[src/rtl/fetch_unit.sv]
`default_nettype none
// ============================================================================
// Module      : fetch_unit
// Description : Instruction fetch front end. Issues one instruction-memory
//               request at a time, buffers returned words toward decode
//               through a one-entry output register backed by one skid
//               entry, and handles branch/jump redirects from execute,
//               including redirects that arrive while a request is still
//               in flight.
//
// Parameters
//   PC_RESET        first fetch address after reset
//
// Ports
//   clk             single clock, all state changes on its rising edge
//   reset           synchronous, active-low
//   ireq_valid      instruction-memory request active
//   ireq_addr       request address (held until iresp_data_ok)
//   iresp_data_ok   memory completed the active request this cycle
//   iresp_data      instruction word, valid with iresp_data_ok
//   redirect_valid  execute resolved a taken branch/jump this cycle
//   redirect_pc     redirect target (bits [1:0] are ignored)
//   out_valid       out_pc/out_raw_instr hold an instruction for decode
//   out_ready       decode accepts the output this cycle
//   out_pc          PC of the presented instruction
//   out_raw_instr   instruction word handed to decode
//
// Revision    : 1.0 - initial release
// ============================================================================
module fetch_unit #(
    parameter logic [63:0] PC_RESET = 64'h8000_0000
) (
    input  logic        clk,
    input  logic        reset,
    output logic        ireq_valid,
    output logic [63:0] ireq_addr,
    input  logic        iresp_data_ok,
    input  logic [31:0] iresp_data,
    input  logic        redirect_valid,
    input  logic [63:0] redirect_pc,
    output logic        out_valid,
    input  logic        out_ready,
    output logic [63:0] out_pc,
    output logic [31:0] out_raw_instr
);

    // FETCH : request at pc is active, responses are delivered
    // FLUSH : request at pc is active but its response belongs to the
    //         squashed path and is discarded; fetch then resumes at the
    //         pending target
    // HOLD  : output register and skid entry both full, no request issued
    typedef enum logic [1:0] {
        FETCH = 2'd0,
        FLUSH = 2'd1,
        HOLD  = 2'd2
    } state_t;

    localparam logic [63:0] c_PC_STEP = 64'd4;

    // ------------------------------------------------------------------
    // State
    // ------------------------------------------------------------------
    state_t      r_state_q,      w_state_d;
    logic [63:0] r_pc_q,         w_pc_d;
    logic [63:0] r_pend_q,       w_pend_d;

    logic        r_out_valid_q,  w_out_valid_d;
    logic [63:0] r_out_pc_q,     w_out_pc_d;
    logic [31:0] r_out_instr_q,  w_out_instr_d;

    logic        r_skid_valid_q, w_skid_valid_d;
    logic [63:0] r_skid_pc_q,    w_skid_pc_d;
    logic [31:0] r_skid_instr_q, w_skid_instr_d;

    // Redirect targets are always word aligned.
    logic [63:0] w_redirect_tgt;
    logic [63:0] w_pc_inc;

    assign w_redirect_tgt = {redirect_pc[63:2], 2'b00};
    assign w_pc_inc       = r_pc_q + c_PC_STEP;

    // ------------------------------------------------------------------
    // Outputs
    // ------------------------------------------------------------------
    // The request is gated by reset so that nothing is requested while
    // reset is held; the state register already points at FETCH/PC_RESET
    // for the first cycle after release.
    assign ireq_valid    = reset && (r_state_q != HOLD);
    assign ireq_addr     = r_pc_q;
    assign out_valid     = r_out_valid_q;
    assign out_pc        = r_out_pc_q;
    assign out_raw_instr = r_out_instr_q;

    // ------------------------------------------------------------------
    // Next-state / datapath
    // ------------------------------------------------------------------
    always_comb begin
        w_state_d      = r_state_q;
        w_pc_d         = r_pc_q;
        w_pend_d       = r_pend_q;
        w_out_valid_d  = r_out_valid_q;
        w_out_pc_d     = r_out_pc_q;
        w_out_instr_d  = r_out_instr_q;
        w_skid_valid_d = r_skid_valid_q;
        w_skid_pc_d    = r_skid_pc_q;
        w_skid_instr_d = r_skid_instr_q;

        case (r_state_q)
            FETCH: begin
                if (redirect_valid) begin
                    // Redirect wins over decode acceptance: everything
                    // buffered is on the wrong path.
                    w_out_valid_d  = 1'b0;
                    w_out_pc_d     = 64'd0;
                    w_out_instr_d  = 32'd0;
                    w_skid_valid_d = 1'b0;
                    w_skid_pc_d    = 64'd0;
                    w_skid_instr_d = 32'd0;
                    if (iresp_data_ok) begin
                        // Request completes now, so the new path can be
                        // requested straight away; the word is dropped.
                        w_pc_d = w_redirect_tgt;
                    end else begin
                        // Request cannot be withdrawn: wait it out in
                        // FLUSH, remembering where to go afterwards.
                        w_pend_d  = w_redirect_tgt;
                        w_state_d = FLUSH;
                    end
                end else begin
                    if (r_out_valid_q && out_ready) begin
                        w_out_valid_d = 1'b0;
                    end
                    if (iresp_data_ok) begin
                        w_pc_d = w_pc_inc;
                        if (!r_out_valid_q || out_ready) begin
                            w_out_valid_d = 1'b1;
                            w_out_pc_d    = r_pc_q;
                            w_out_instr_d = iresp_data;
                        end else begin
                            // Decode is stalled with the output full: park
                            // the word and stop requesting until it drains.
                            w_skid_valid_d = 1'b1;
                            w_skid_pc_d    = r_pc_q;
                            w_skid_instr_d = iresp_data;
                            w_state_d      = HOLD;
                        end
                    end
                end
            end

            FLUSH: begin
                // Buffers were emptied on entry and nothing is delivered
                // here, so only the pending target and pc move.
                if (redirect_valid) begin
                    w_pend_d = w_redirect_tgt;
                end
                if (iresp_data_ok) begin
                    w_pc_d    = redirect_valid ? w_redirect_tgt : r_pend_q;
                    w_state_d = FETCH;
                end
            end

            HOLD: begin
                if (redirect_valid) begin
                    w_pc_d         = w_redirect_tgt;
                    w_out_valid_d  = 1'b0;
                    w_out_pc_d     = 64'd0;
                    w_out_instr_d  = 32'd0;
                    w_skid_valid_d = 1'b0;
                    w_skid_pc_d    = 64'd0;
                    w_skid_instr_d = 32'd0;
                    w_state_d      = FETCH;
                end else if (out_ready) begin
                    w_out_valid_d  = 1'b1;
                    w_out_pc_d     = r_skid_pc_q;
                    w_out_instr_d  = r_skid_instr_q;
                    w_skid_valid_d = 1'b0;
                    w_skid_pc_d    = 64'd0;
                    w_skid_instr_d = 32'd0;
                    w_state_d      = FETCH;
                end
            end

            default: begin
                w_state_d = FETCH;
            end
        endcase
    end

    // ------------------------------------------------------------------
    // Registers
    // ------------------------------------------------------------------
    always_ff @(posedge clk) begin
        if (!reset) begin
            r_state_q      <= FETCH;
            r_pc_q         <= PC_RESET;
            r_pend_q       <= 64'd0;
            r_out_valid_q  <= 1'b0;
            r_out_pc_q     <= 64'd0;
            r_out_instr_q  <= 32'd0;
            r_skid_valid_q <= 1'b0;
            r_skid_pc_q    <= 64'd0;
            r_skid_instr_q <= 32'd0;
        end else begin
            r_state_q      <= w_state_d;
            r_pc_q         <= w_pc_d;
            r_pend_q       <= w_pend_d;
            r_out_valid_q  <= w_out_valid_d;
            r_out_pc_q     <= w_out_pc_d;
            r_out_instr_q  <= w_out_instr_d;
            r_skid_valid_q <= w_skid_valid_d;
            r_skid_pc_q    <= w_skid_pc_d;
            r_skid_instr_q <= w_skid_instr_d;
        end
    end

endmodule
`default_nettype wire

[config.mk]
export PLATFORM = sky130hd
export DESIGN_NAME = fetch_unit
export DESIGN_NICKNAME = d
export VERILOG_FILES = /design/src/rtl/fetch_unit.sv
export SDC_FILE = /design/constraint.sdc
export NUM_CORES = 1
export LEC_CHECK = 0
export ABC_AREA = 1
export ABC_CLOCK_PERIOD_IN_PS = 2200
export CAP_MARGIN = 15
export CORE_MARGIN = 1.5
export CORE_UTILIZATION = 40
export DETAILED_ROUTE_END_ITERATION = 6
export RECOVER_POWER = 50
export SETUP_SLACK_MARGIN = 0.4
export SLEW_MARGIN = 30
export SYNTH_ARGS = -nofsm -noshare
export SYNTH_HDL_FRONTEND = slang
export SYNTH_SLANG_ARGS = --single-unit
[constraint.sdc]
create_clock -name clk -period 2.2 [get_ports clk]
set_clock_uncertainty 0.2 [all_clocks]
set_input_delay 0.44 -clock clk [delete_from_list [all_inputs] [get_ports clk]]
set_output_delay 0.44 -clock clk [all_outputs]
set_load 0.005 [all_outputs]
== Word-level counts from Yosys, hierarchy flattened ==
Cells that the tools add are included.

* Register bits after elaboration: 323
* Output and inout port bits: 162

* Add/subtract/negate cells: 1
* Equality and inequality tests: 13
* Mux-type cells: 49
* Reductions and logical operators: 14

{| class="wikitable"
|+ Operators by type and width
! cell !! count
|-
| $mux W64 || 18
|-
| $pmux W64 S2 || 3
|-
| $mux W32 || 10
|-
| $pmux W64 S3 || 1
|-
| $pmux W32 S2 || 2
|-
| $add A64 B3 Y64 const B || 1
|-
| $ne A3 B3 Y1 const B || 5
|-
| $mux W2 || 7
|-
| $ne A2 B2 Y1 const B || 6
|-
| $reduce_and A4 Y1 || 3
|-
| $mux W1 || 6
|-
| $pmux W2 S3 || 1
|-
| $reduce_and A5 Y1 || 1
|-
| $reduce_bool A2 Y1 || 2
|-
| $reduce_and A3 Y1 || 1
|-
| $reduce_bool A3 Y1 || 1
|-
| $eq A2 B1 Y1 const B || 1
|-
| $eq A2 B2 Y1 const B || 1
|-
| $logic_and A1 B1 Y1 || 2
|-
| $logic_not A2 Y1 || 1
|-
| $pmux W1 S2 || 1
|-
| $reduce_and A2 Y1 || 1
|-
| $logic_not A1 Y1 || 1
|-
| $logic_or A1 B1 Y1 || 1
|}

== Logic depth before layout (Yosys ltp) ==
* Depth after elaboration: 6
* Depth in mapped cells: 14
* Mapped depth without buffers: 14

== Least setup slack after synthesis ==
No wires, ideal clock.

* Path type: register to register
* Start: register r_state_q[0]
* End: register r_pc_q[45] (netlist: ireq_addr[45])
* Data arrival time: 1.695 ns
* Data required time: 1.866 ns
* Slack: 0.171 ns
* Cell stages (with the launch flop): 10
* Buffers on the path: 3
* Cells stage by stage: dfxtp_1 > inv_1 > ha_1 > clkbuf_1 > inv_1 > clkbuf_1 > clkbuf_1 > nand3_1 > nand2_1 > a21oi_1

* Cells in the longest elaborated chain, start to end: 3
* Elaborated cells between the ends (all ways): 9
* Classes of those cells: eq/ne: 5; mux: 1; reduce/logical: 3

{| class="wikitable"
|+ RTL lines
! what !! line !! source
|-
| start: declaration || 63 || <nowiki>state_t r_state_q, w_state_d;</nowiki>
|-
| start signal: assignment || 205 || <nowiki>r_state_q <= w_state_d;</nowiki>
|-
| $eq A2 B2 Y1 (tied with other cells) || 108 || <nowiki>case (r_state_q)</nowiki>
|-
| $ne A2 B2 Y1 (no source line) or $reduce_bool A3 Y1 (tied branches) || n/a ||
|-
| $reduce_and A4 Y1 (no source line) || n/a ||
|-
| end signal: assignment || 206 || <nowiki>r_pc_q <= w_pc_d;</nowiki>
|-
| end: declaration || 64 || <nowiki>logic [63:0] r_pc_q, w_pc_d;</nowiki>
|}

Several ways; a longest one is shown, not always the timed one.
A chain may end at the register's enable or synchronous reset.

== Worst setup path in the final report ==
* Start: input iresp_data_ok
* End: register r_out_pc_q[25] (netlist: out_pc[25])

* Cells in the longest elaborated chain, start to end: 2

{| class="wikitable"
|+ RTL lines
! what !! line !! source
|-
| start: declaration || 37 || <nowiki>input logic iresp_data_ok,</nowiki>
|-
| $ne A3 B3 Y1 (no source line) || n/a ||
|-
| $reduce_and A4 Y1 (no source line) || n/a ||
|-
| end signal: assignment || 209 || <nowiki>r_out_pc_q <= w_out_pc_d;</nowiki>
|-
| end: declaration || 68 || <nowiki>logic [63:0] r_out_pc_q, w_out_pc_d;</nowiki>
|}

Every way passes these cells.

==> impl_metrics.tcl <==
set metrics [dict create \
    die_area_mm2 0.0422 \
    ys_ff_latch 323 \
    synth-async-reset-ratio_pct 0 \
    via_count 20000 \
    worstPathMaxFanout 8 \
    reg2reg_to "r_skid_instr_q[3]$_SDFFE_PN0P_" \
    cts_inserted_buffers 39 \
    drc 0 \
    setup_violations 0 \
    synth_area_leaders "dfxtp_1, a21oi_1, nand2_1" \
    wl_per_cell_um 21.5 \
    grt_pass1_wl_um 104000 \
    num-nets-final 3006 \
    max_slew_margin_pct 38.6 \
    crit_type "input port to flip-flop" \
    cts.path.max_buffers 3 \
    avgSynthCellArea_um2 6.77 \
    maxSlewViolCount 0 \
    syn_nets 2525 \
    antenna_found_initial 9 \
    routed_via_density 5.79 \
    synth_commonest_cells "nand2_1, a21oi_1, dfxtp_1, nor2_1, o21ai_0" \
    synth_top_cell_by_area "dfxtp_1" \
    whs_path_depth 3 \
    syn2layout_area_growth_pct 54.1 \
    post-route-util_pct 63.0 \
    clk_latency_ns 0.56 \
    grt_pass1_vias 18200 \
    grt_max_degree 161 \
    yosys_warnings 0 \
    die_h_um 205 \
    synth_area_mm2 0.0164 \
    critPathLaunch "iresp_data_ok" \
    met1_length_um 31000 \
    initial_core_util_pct 40.9 \
    tightestPinTransition_ns 0.921 \
    fin_crit_ns 2.13 \
    ir_drop_v 0.000928 \
    drive_above_1_share_pct 24.7 \
    drtIter0Drc 1733 \
    met3_length_um 6540 \
    clock_tree.root_cell "clkbuf_16" \
    fin_crit_sh_pct 96.7 \
    p_leak_nw 10.3 \
    h-tree-depth 2 \
    rsz0062_at_grt "yes" \
    yosysTopAreaCellShare_pct 39.5 \
    hold_buffers 0 \
    synth_edf_count 0 \
    hold_end "r_state_q[0]$_SDFFE_PN0P_" \
    clock_sinks 323 \
    outcome "complete, no violations" \
    first_pass_iters 6 \
    postPlaceCellArea_mm2 0.0209 \
    portBuffers 260 \
    rows 73 \
    synth_cells 2419 \
    dp_hpwl_um 41300 \
    r2r_start "r_state_q[0]$_SDFFE_PN0P_" \
    wl_met2_um 34100 \
    ant_nets 0 \
    holdCritStartpoint "redirect_valid" \
    core-area_mm2 0.0401 \
    ys_types 36 \
    die_x_um 205 \
    regToRegSetupSlack_ns 0.09 \
    cts_tree "yes" \
    crit_required_ns 2.43 \
    max_cap_viol_count 0 \
    ioPinCount 263 \
    ys_seq_area_share_pct 39.5 \
    nFillCells 3539 \
    r2r_cells 11 \
    grt-ovfl-total 0 \
    ys.flop_type "dfxtp_1" \
    grtUsageTotal_pct 31.3 \
    startpoint_type "input port" \
    clkTransAtPathRegs_ns 0.06 \
    hp-class "input port to flip-flop" \
    gp_congestion 0.940 \
    finalHoldViolCount 0 \
    top_layer_used "met5" \
    tns_ns 0 \
    yosysMostFrequentCell "nand2_1" \
    crit_arrival_ns 2.36 \
    postLayoutCellArea_mm2 0.0252 \
    powerDensity_mw_per_mm2 1750 \
    end_kind "flip-flop" \
    clock.fmax_ghz 0.470 \
    drt-total-wl_um 74300 \
]
[final cells by class]
class                   count  area (um2)  share of cell area, %
clock inverters            13         149                  0.590
multi-input cells        1847        9870                   39.1
well taps                 525         657                   2.60
clock buffers              54        1140                   4.53
repair buffers            630        6650                   26.3
diodes                      5        12.5                 0.0496
flip-flops and latches    323        6510                   25.8
inverters                  59         255                   1.01
[per-stage QoR]
stage	power (mW)	worst slack [ns]	cells	hold slack (ns)
4_1_cts	40.7	0.132	3412	0.0499
3_5_place_dp	29.5	-0.405	3222	0.266
6_report	44.1	0.0736	3456	0.0999
2_1_floorplan	20.7	0.320	2419	0.240
3_3_place_gp	29.1	-0.302	3222	0.249
5_1_grt	46.4	-0.0244	3455	0.108
[placed cells by master (no fill, tap or decap), types with 5 or more instances in the layout]
master and count:
a21oi_1 466, nand2_1 463, dfxtp_1 305, nor2_1 279, buf_4 213, o21ai_0 202, clkdlybuf4s50_1 125, buf_6 103
o21ai_1 69, nand3_1 67, clkbuf_16 57, dlygate4sd3_1 54, a221oi_1 53, inv_1 44, buf_12 34, a21oi_2 32
nand2_2 32, a221oi_2 31, nor2_2 30, buf_2 30, nor2_4 15, nand2_4 15, buf_16 15, dlygate4sd2_1 15
a221oi_4 12, xor2_1 10, clkbuf_1 10, o21ai_2 9, o21bai_1 9, dfxtp_2 9, dfxtp_4 9, clkinv_2 8
nand4_1 8, inv_2 7, or2_2 7, clkbuf_8 7, clkdlybuf4s15_2 7, xnor2_1 6, diode_2 5
[sequential cells by signal, summed over array words and instances, names as in the netlist]
register        flops
ireq_addr          64
out_pc             64
out_raw_instr      32
out_valid           1
r_pend_q           64
r_skid_instr_q     32
r_skid_pc_q        64
r_state_q           2
[repair_timing]
| action | in CTS | in global routing |
|---|---|---|
| endpoints found under the hold margin | 0 | 0 |
| setup endpoints to repair | 482 | 451 |
| resized for setup | 498 | 211 |
| buffers inserted | 109 | 15 |
| cloned | 14 | 24 |
| pin swaps | 5 | 34 |
[where the power goes]
part           total [mW]  switching, mW  internal [mW]
sequential           10.4           1.76           8.59
clock                6.61           2.64           3.98
combinational        27.1           14.5           12.6
[worst max path at each step]
stage                                      end  cells past startpoint
floorplan           ireq_addr[54]$_SDFFE_PN0P_                     11
global placement     ireq_addr[6]$_SDFFE_PN0P_                     10
detailed placement  ireq_addr[29]$_SDFFE_PN0P_                     10
CTS                                 out_pc[58]                      1
global route        ireq_addr[52]$_SDFFE_PN0P_                     13
finish                 out_pc[25]$_SDFFE_PN0P_                      9
[logic make-up (layout without fill, tap and decap cells)]
| group | Yosys count | after routing | synth area share, % |
|---|---|---|---|
| AO/OA/AOI/OAI | 892 | 892 | 29.8 |
| adder cells (fa/ha/maj) | 5 | 5 | 0.382 |
| buffers and inverters | 249 | 756 | 6.13 |
| XOR/XNOR | 17 | 17 | 0.909 |
| flip-flops | 323 | 323 | 39.5 |
| other | 0 | 5 | 0 |
| AND/OR/NAND/NOR | 933 | 933 | 23.3 |
[per-layer routing]
metal	vias up	GRT usage, %
li1	9322	-
met1	9573	42.6
met2	964	50.2
met3	149	4.42
met4	2	11.8
met5	-	0
[critical path, stage by stage]
cell             delay [ns]
clkdlybuf4s50_1        0.62
inv_2                  0.09
buf_4                  0.16
o21ai_2                0.18
nand2_4                0.11
buf_12                 0.18
clkbuf_4               0.27
a221oi_2               0.23
nor2_1                 0.07
Power figures use the tool's default switching activity.
